## src/rtl/doa_sequencer.sv

```systemverilog
// Frame sequencer for the direction-of-arrival path: owns the four FFT RAM read
// ports, runs peak detection then beam weighting per frame, and reports the result.
module doa_sequencer #(
    parameter int unsigned TIMEOUT = 4095,
    parameter int unsigned MINBIN  = 1,
    parameter int unsigned MAXBIN  = 511
) (
    input  logic       clk,
    input  logic       reset,
    input  logic       fftdone,
    input  logic [9:0] det_rdaddr,
    input  logic       detectdone,
    input  logic [9:0] maxbin,
    input  logic       peakvalid,
    input  logic [9:0] wb_rdaddr2,
    input  logic [9:0] wb_rdaddr3,
    input  logic [9:0] wb_rdaddr4,
    input  logic       wbdone,
    input  logic [5:0] bnum,
    input  logic [7:0] doa,
    output logic [9:0] rdaddr1,
    output logic [9:0] rdaddr2,
    output logic [9:0] rdaddr3,
    output logic [9:0] rdaddr4,
    output logic       detectstart,
    output logic       wbstart,
    output logic [9:0] wb_maxbin,
    output logic       fft_hold,
    output logic       result_valid,
    output logic [7:0] doa_out,
    output logic [5:0] bnum_out,
    output logic [7:0] frames_dropped,
    output logic       timeout_err
);

    typedef enum logic [1:0] {
        IDLE   = 2'd0,
        DETECT = 2'd1,
        WEIGHT = 2'd2,
        REPORT = 2'd3
    } state_t;

    localparam logic [11:0] TIMEOUT_L = 12'(TIMEOUT);
    localparam logic [9:0]  MINBIN_L  = 10'(MINBIN);
    localparam logic [9:0]  MAXBIN_L  = 10'(MAXBIN);

    state_t      state_r, state_nxt_s;
    logic [11:0] wdog_r;
    logic        wdog_expired_s;
    logic        enter_detect_s, enter_weight_s, wb_take_s, tmo_s, drop_s;
    logic        detectstart_r, wbstart_r, fft_hold_r, result_valid_r, timeout_err_r;
    logic [9:0]  wb_maxbin_r;
    logic [7:0]  doa_out_r, frames_dropped_r;
    logic [5:0]  bnum_out_r;

    function automatic logic bin_in_range(input logic [9:0] bin);
        return (bin >= MINBIN_L) && (bin <= MAXBIN_L);
    endfunction

    assign wdog_expired_s = (wdog_r == TIMEOUT_L);

    // Next-state logic and per-cycle event strobes; done pulses take priority over the watchdog.
    always_comb begin
        state_nxt_s    = state_r;
        enter_detect_s = 1'b0;
        enter_weight_s = 1'b0;
        wb_take_s      = 1'b0;
        tmo_s          = 1'b0;
        drop_s         = 1'b0;
        case (state_r)
            IDLE: begin
                if (fftdone) begin
                    state_nxt_s    = DETECT;
                    enter_detect_s = 1'b1;
                end else begin
                    state_nxt_s = IDLE;
                end
            end
            DETECT: begin
                drop_s = fftdone;
                if (detectdone) begin
                    if (peakvalid && bin_in_range(maxbin)) begin
                        state_nxt_s    = WEIGHT;
                        enter_weight_s = 1'b1;
                    end else begin
                        state_nxt_s = IDLE;
                    end
                end else if (wdog_expired_s) begin
                    state_nxt_s = IDLE;
                    tmo_s       = 1'b1;
                end else begin
                    state_nxt_s = DETECT;
                end
            end
            WEIGHT: begin
                drop_s = fftdone;
                if (wbdone) begin
                    state_nxt_s = REPORT;
                    wb_take_s   = 1'b1;
                end else if (wdog_expired_s) begin
                    state_nxt_s = IDLE;
                    tmo_s       = 1'b1;
                end else begin
                    state_nxt_s = WEIGHT;
                end
            end
            REPORT: begin
                if (fftdone) begin
                    state_nxt_s    = DETECT;
                    enter_detect_s = 1'b1;
                end else begin
                    state_nxt_s = IDLE;
                end
            end
            default: begin
                state_nxt_s = IDLE;
            end
        endcase
    end

    // Read-port mux: combinational so detector/weightblock addresses see no extra latency.
    always_comb begin
        rdaddr1 = wb_maxbin_r;
        rdaddr2 = wb_maxbin_r;
        rdaddr3 = wb_maxbin_r;
        rdaddr4 = wb_maxbin_r;
        case (state_r)
            DETECT: begin
                rdaddr1 = det_rdaddr;
                rdaddr2 = 10'd0;
                rdaddr3 = 10'd0;
                rdaddr4 = 10'd0;
            end
            WEIGHT: begin
                rdaddr1 = wb_maxbin_r;
                rdaddr2 = wb_rdaddr2;
                rdaddr3 = wb_rdaddr3;
                rdaddr4 = wb_rdaddr4;
            end
            default: begin
                rdaddr1 = wb_maxbin_r;
                rdaddr2 = wb_maxbin_r;
                rdaddr3 = wb_maxbin_r;
                rdaddr4 = wb_maxbin_r;
            end
        endcase
    end

    // State, watchdog, latched results and status registers.
    always_ff @(posedge clk) begin
        if (!reset) begin
            state_r          <= IDLE;
            wdog_r           <= 12'd0;
            detectstart_r    <= 1'b0;
            wbstart_r        <= 1'b0;
            fft_hold_r       <= 1'b0;
            result_valid_r   <= 1'b0;
            timeout_err_r    <= 1'b0;
            wb_maxbin_r      <= 10'd0;
            doa_out_r        <= 8'd0;
            bnum_out_r       <= 6'd0;
            frames_dropped_r <= 8'd0;
        end else begin
            state_r        <= state_nxt_s;
            detectstart_r  <= enter_detect_s;
            wbstart_r      <= enter_weight_s;
            result_valid_r <= wb_take_s;
            fft_hold_r     <= (state_nxt_s != IDLE);
            timeout_err_r  <= timeout_err_r | tmo_s;
            if (enter_detect_s || enter_weight_s) begin
                wdog_r <= 12'd0;
            end else if ((state_r == DETECT) || (state_r == WEIGHT)) begin
                wdog_r <= wdog_r + 12'd1;
            end else begin
                wdog_r <= wdog_r;
            end
            if (enter_weight_s) begin
                wb_maxbin_r <= maxbin;
            end else begin
                wb_maxbin_r <= wb_maxbin_r;
            end
            if (wb_take_s) begin
                doa_out_r  <= doa;
                bnum_out_r <= bnum;
            end else begin
                doa_out_r  <= doa_out_r;
                bnum_out_r <= bnum_out_r;
            end
            if (drop_s && (frames_dropped_r != 8'hFF)) begin
                frames_dropped_r <= frames_dropped_r + 8'd1;
            end else begin
                frames_dropped_r <= frames_dropped_r;
            end
        end
    end

    assign detectstart    = detectstart_r;
    assign wbstart        = wbstart_r;
    assign fft_hold       = fft_hold_r;
    assign result_valid   = result_valid_r;
    assign timeout_err    = timeout_err_r;
    assign wb_maxbin      = wb_maxbin_r;
    assign doa_out        = doa_out_r;
    assign bnum_out       = bnum_out_r;
    assign frames_dropped = frames_dropped_r;

endmodule

```

## config.mk

```make
export PLATFORM = sky130hd
export DESIGN_NAME = doa_sequencer
export DESIGN_NICKNAME = d
export VERILOG_FILES = /design/src/rtl/doa_sequencer.sv
export SDC_FILE = /design/constraint.sdc
export NUM_CORES = 1
export LEC_CHECK = 0
export ABC_AREA = 1
export BUFFER_PORTS_ARGS = -buffer_cell sky130_fd_sc_hd__buf_2
export CORE_UTILIZATION = 40
export DETAILED_ROUTE_END_ITERATION = 8
export GPL_TIMING_DRIVEN = 0
export HOLD_SLACK_MARGIN = 0.05
export PLACE_DENSITY = 0.73
export SLEW_MARGIN = 20
export SYNTH_ARGS = -nofsm -noshare
export SYNTH_HDL_FRONTEND = slang
export SYNTH_SLANG_ARGS = --single-unit
```

## constraint.sdc

```tcl
create_clock -name clk -period 3.4 [get_ports clk]
set_clock_uncertainty 0.15 [all_clocks]
set_input_delay 1.02 -clock clk [delete_from_list [all_inputs] [get_ports clk]]
set_output_delay 1.02 -clock clk [all_outputs]
set_load 0.03 [all_outputs]
```

# After elaboration in Yosys (flattened, before gate mapping)
# Cells that the tools add are included.
# word_totals
register_bits	51
input_bits	70
output_inout_bits	77
elab_cells	55
# classes
n_addsub	2
order_cmp	2
eq_ne	5
n_mux	23
bitwise_logic	2
reduce_logical	10
# ops
operator	n
$pmux 10 s2	3
$mux 1	13
$add 12x1->12 const B	1
$eq 12x12->1 const B	1
$ge 10x1->1 const B	1
$le 10x9->1 const B	1
$mux 10	1
$add 8x1->8 const B	1
$mux 2	4
$ne 8x8->1 const B	1
$pmux 2 s3	1
$reduce_or 2->1	3
$eq 2x2->1 const B	2
$logic_and 1x1->1	3
$eq 2x1->1 const B	1
$logic_not 2->1	1
$logic_or 1x1->1	2
$pmux 1 s2	1
$reduce_bool 2->1	1
$not 1->1	1
$or 1x1->1	1

# Depth between registers and ports, before layout
# logic_depth
word_depth	8
ltp_mapped	11

# Worst setup path before layout
# Ideal clock, no wire load.
# synth_timing
path_type	flip-flop to output port
from	register state_r[0]
to	output rdaddr2[0]
arrival_ns	1.442
t_required_ns	2.230
path_slack_ns	0.788
stages_incl_launch_ff	8
path_buffers	2
cell_sequence	dfxtp_1 inv_1 ha_1 buf_6 inv_4 clkbuf_1 nand3_1 nand2_1
# synth_between
elab_chain_len	2
# synth_lines
item	line	text
start: declaration	47	state_t state_r, state_nxt_s;
start signal: assignment	164	state_r <= state_nxt_s;
$eq 2x2->1 / $eq 2x1->1 (equally long branches)	127	case (state_r)
$pmux 10 s2 (*)	127	
end: declaration	22	output logic [9:0] rdaddr2,
# Mark *: on every way between the ends. The rest lies on a longest branch, timed or not.

# Final worst setup path
# layout_timing
from	register state_r[0]
to	output rdaddr4[1]
# layout_between
elab_chain_len	2
# layout_lines
item	line	text
$eq 2x2->1 / $eq 2x1->1 (equally long branches)	127	
$pmux 10 s2 (*)	127	
end: declaration	24	output logic [9:0] rdaddr4,
# Marked as above.

==> flow_summary.yaml <==
run_status:
  status: "finished, violations left"
  violations: "design-rule violations"
global_routing:
  grt.overflow.total: 0
  grt_pass1_wl_um: 12700
  grt_pass1_vias: 2830
  track_usage_pct: 21.9
  antenna_found_initial: 0
  grt_max_degree: 16
final_layout:
  final_area_mm2: 0.00360
  drive_above_1_share_pct: 29.5
  areaGrowthSynthToFinish_pct: 34.0
  layout.nets: 645
  antenna_cells: 0
logic_synthesis:
  synth.top_cell.area_share_pct: 38.0
  syn-cell-area_mm2: 0.00268
  ys_ff_latch: 51
  yosysUniqueCellTypes: 28
  synth_top_family_by_area: "simple AND/OR/NAND/NOR gates"
  yosys_warnings: 0
  syn_nets: 492
  synthXorXnorAreaFrac_pct: 2.94
  synth.mux.area_fraction_pct: 0.373
  synth_top_area_cell: "dfxtp_1"
  seq_area_frac_synth_pct: 38.0
  synth-simple-area-share_pct: 43.1
  synthAdderAreaFrac_pct: 1.86
  synth_compound_area_share_pct: 5.69
  postSynthAreaPerCell_um2: 6.42
  synthCells: 418
  yosys-top-cells-area: "dfxtp_1 38%, nand2_1 18%, nand3_1 10%"
drt:
  routed_via_density: 4.88
  num_vias: 3167
  drc: 18
  dr.first_iter.drc_count: 118
  ant_nets: 0
  wire_per_inst_um: 11.8
  firstDrtPassIters: 6
  drt_wl_total_um: 7690
sta:
  slew_headroom_pct: 69.7
  finalCritPeriodShare_pct: 93.3
  worst_slack_ns: 0.229
  worst_hold_slack_ns: 0.304
  grt_setup_unrepaired: "false"
  setup_violations: 0
  worstMarginPinSlew_ns: 0.454
  slew_violations: 0
  tns_ns: 0
  max_freq_mhz: 315
  min_period_ns: 3.17
  hold_violations: 0
clock_network:
  worstSkewPairLatency_ns: 0.30
  cts_buffer_depth: 2
  cts_resized: 0
  cts_made_buffers: 5
  hold_buffers: 0
  post_cts.repair.setup_buffers: 0
  cts_max_level: 2
  tritoncts: "yes"
  root_buffer: "clkbuf_8"
  clkSinkCount: 51
  clkTransAtPathRegs_ns: 0.09
die:
  start_util_pct: 41.8
  die_y_um: 83.9
  io_pins: 147
  die_w_um: 83.9
  core_mm2: 0.00642
  row_count: 29
  dieArea_mm2: 0.00704
worst_setup_path:
  endpoint_kind: "primary output"
  start_kind: "flip-flop"
  cp_data_required_time_ns: 2.23
  cp.arrival_ns: 2.00
  crit_type: "reg -> out"
  path_max_fanout: 10
power:
  ir_drop_uv: 209
  p_leak_nw: 1.96
  p_int_mw: 0.830
  switchingPower_mw: 0.360
  p_sw_share_pct: 30.3
  power.share.sequential_pct: 51.8
  clkPwrFrac_pct: 29.0
  combPwrFrac_pct: 19.2
  power_density_mw_per_mm2: 331
place:
  preCtsSetupSlack_ns: 0.563
  post-dp-hpwl_um: 6210
  numPortBuffers: 146
  postPlaceCellArea_mm2: 0.00351
  place_congestion: 0.901
hold_path:
  hp-class: "reg -> reg"
flow_run:
  cap_viol_max_count: 0
[stage by stage]
| step | util (%) | total power [mW] | instances |
|---|---|---|---|
| 2_1_floorplan | - | 0.770 | 418 |
| 3_3_place_gp | 54.7 | 0.856 | 641 |
| 3_5_place_dp | 54.7 | 0.859 | 641 |
| 4_1_cts | 56.0 | 1.20 | 649 |
| 5_1_grt | 56.0 | 1.26 | 649 |
| 6_report | 56.0 | 1.19 | 649 |
[cell usage in the layout, fill, tap and decap left out]
master,instances
a21oi_1,8
buf_1,1
buf_2,150
buf_4,2
buf_6,1
clkbuf_1,12
clkbuf_8,5
clkinv_2,1
clkinvlp_4,1
dfxtp_1,51
ha_1,4
inv_1,28
inv_2,3
inv_4,1
mux2i_1,1
nand2_1,128
nand2_2,2
nand3_1,56
nand3b_1,1
nand4_1,13
nor2_1,65
nor2_2,1
nor2_4,1
nor3_1,3
nor3b_2,1
o21ai_0,19
o21ai_1,2
o21bai_1,1
or2_1,1
xnor2_1,4
xor2_1,5
[state kept, by name (all words and copies together), names as in the netlist]
name / flops
state_r: 2
wdog_r: 12
wbstart: 1
detectstart: 1
doa_out: 8
fft_hold: 1
bnum_out: 6
wb_maxbin: 10
timeout_err: 1
frames_dropped: 8
result_valid: 1
[cell usage after synthesis]
library cell	n
a21oi_1	8
buf_1	1
buf_2	4
buf_4	2
buf_6	1
clkbuf_1	11
dfxtp_1	51
ha_1	4
inv_1	28
inv_2	3
inv_4	1
mux2i_1	1
nand2_1	128
nand2_2	2
nand3_1	56
nand3b_1	1
nand4_1	13
nor2_1	65
nor2_2	1
nor2_4	1
nor3_1	3
nor3b_2	1
o21ai_0	19
o21ai_1	2
o21bai_1	1
or2_1	1
xnor2_1	4
xor2_1	5
[area by class of cell]
| class | instances | area (um2) |
|---|---|---|
| plain buffers | 19 | 91.3 |
| clock buffers | 6 | 72.6 |
| clock inverters | 2 | 12.5 |
| fillers | 656 | 2830 |
| inverters | 32 | 123 |
| multi-input cells | 316 | 1450 |
| flip-flops and latches | 51 | 1020 |
| well taps | 77 | 96.3 |
| repair buffers | 146 | 731 |
[critical path, stage by stage, from the launching register on]
cell and delay (ns):
dfxtp_1 0.35, inv_1 0.05, ha_1 0.29, buf_6 0.14, inv_4 0.10, clkbuf_1 0.34
nand3_1 0.15, nand2_1 0.08, buf_2 0.19
[power by group through the flow]
stage                     logic, mW  clock network, mW  registers, mW
after detailed placement      0.228                  0          0.631
final                         0.229              0.345          0.617
after CTS                     0.229              0.355          0.617
after global routing          0.250              0.389          0.619
after global placement        0.226                  0          0.630
after floorplan               0.124                  0          0.646
[metal layers]
layer | GRT usage [%] | part of all wire (%) | up-vias
met5 | 0 | 0 | -
met4 | 6.43 | 1.7 | 0
met3 | 6.03 | 6.3 | 14
met2 | 35.5 | 46 | 114
met1 | 28.4 | 46 | 1398
li1 | - | - | 1641
[path summary, 6_finish.rpt]
kind                             startpoint  slack [ns]  depth (start not counted)     endpoint
worst max-delay path             state_r[0]        0.23                          8   rdaddr4[1]
worst min-delay path            timeout_err        0.30                          2  timeout_err
worst min register to register  timeout_err        0.30                          2  timeout_err
worst max register to register   state_r[0]        1.65                         11    wdog_r[9]
[cells by family (layout without fill, tap and decap cells)]
logic type / after synthesis / count (layout)
AOI/OAI and AO/OA: 30 / 30
xor gates and xnor gates: 9 / 9
adders and majority gates: 4 / 4
buffers and inverters: 51 / 205
DFF: 51 / 51
muxes: 1 / 1
and+or+nand+nor: 272 / 272
Power figures use the tool's default switching activity.
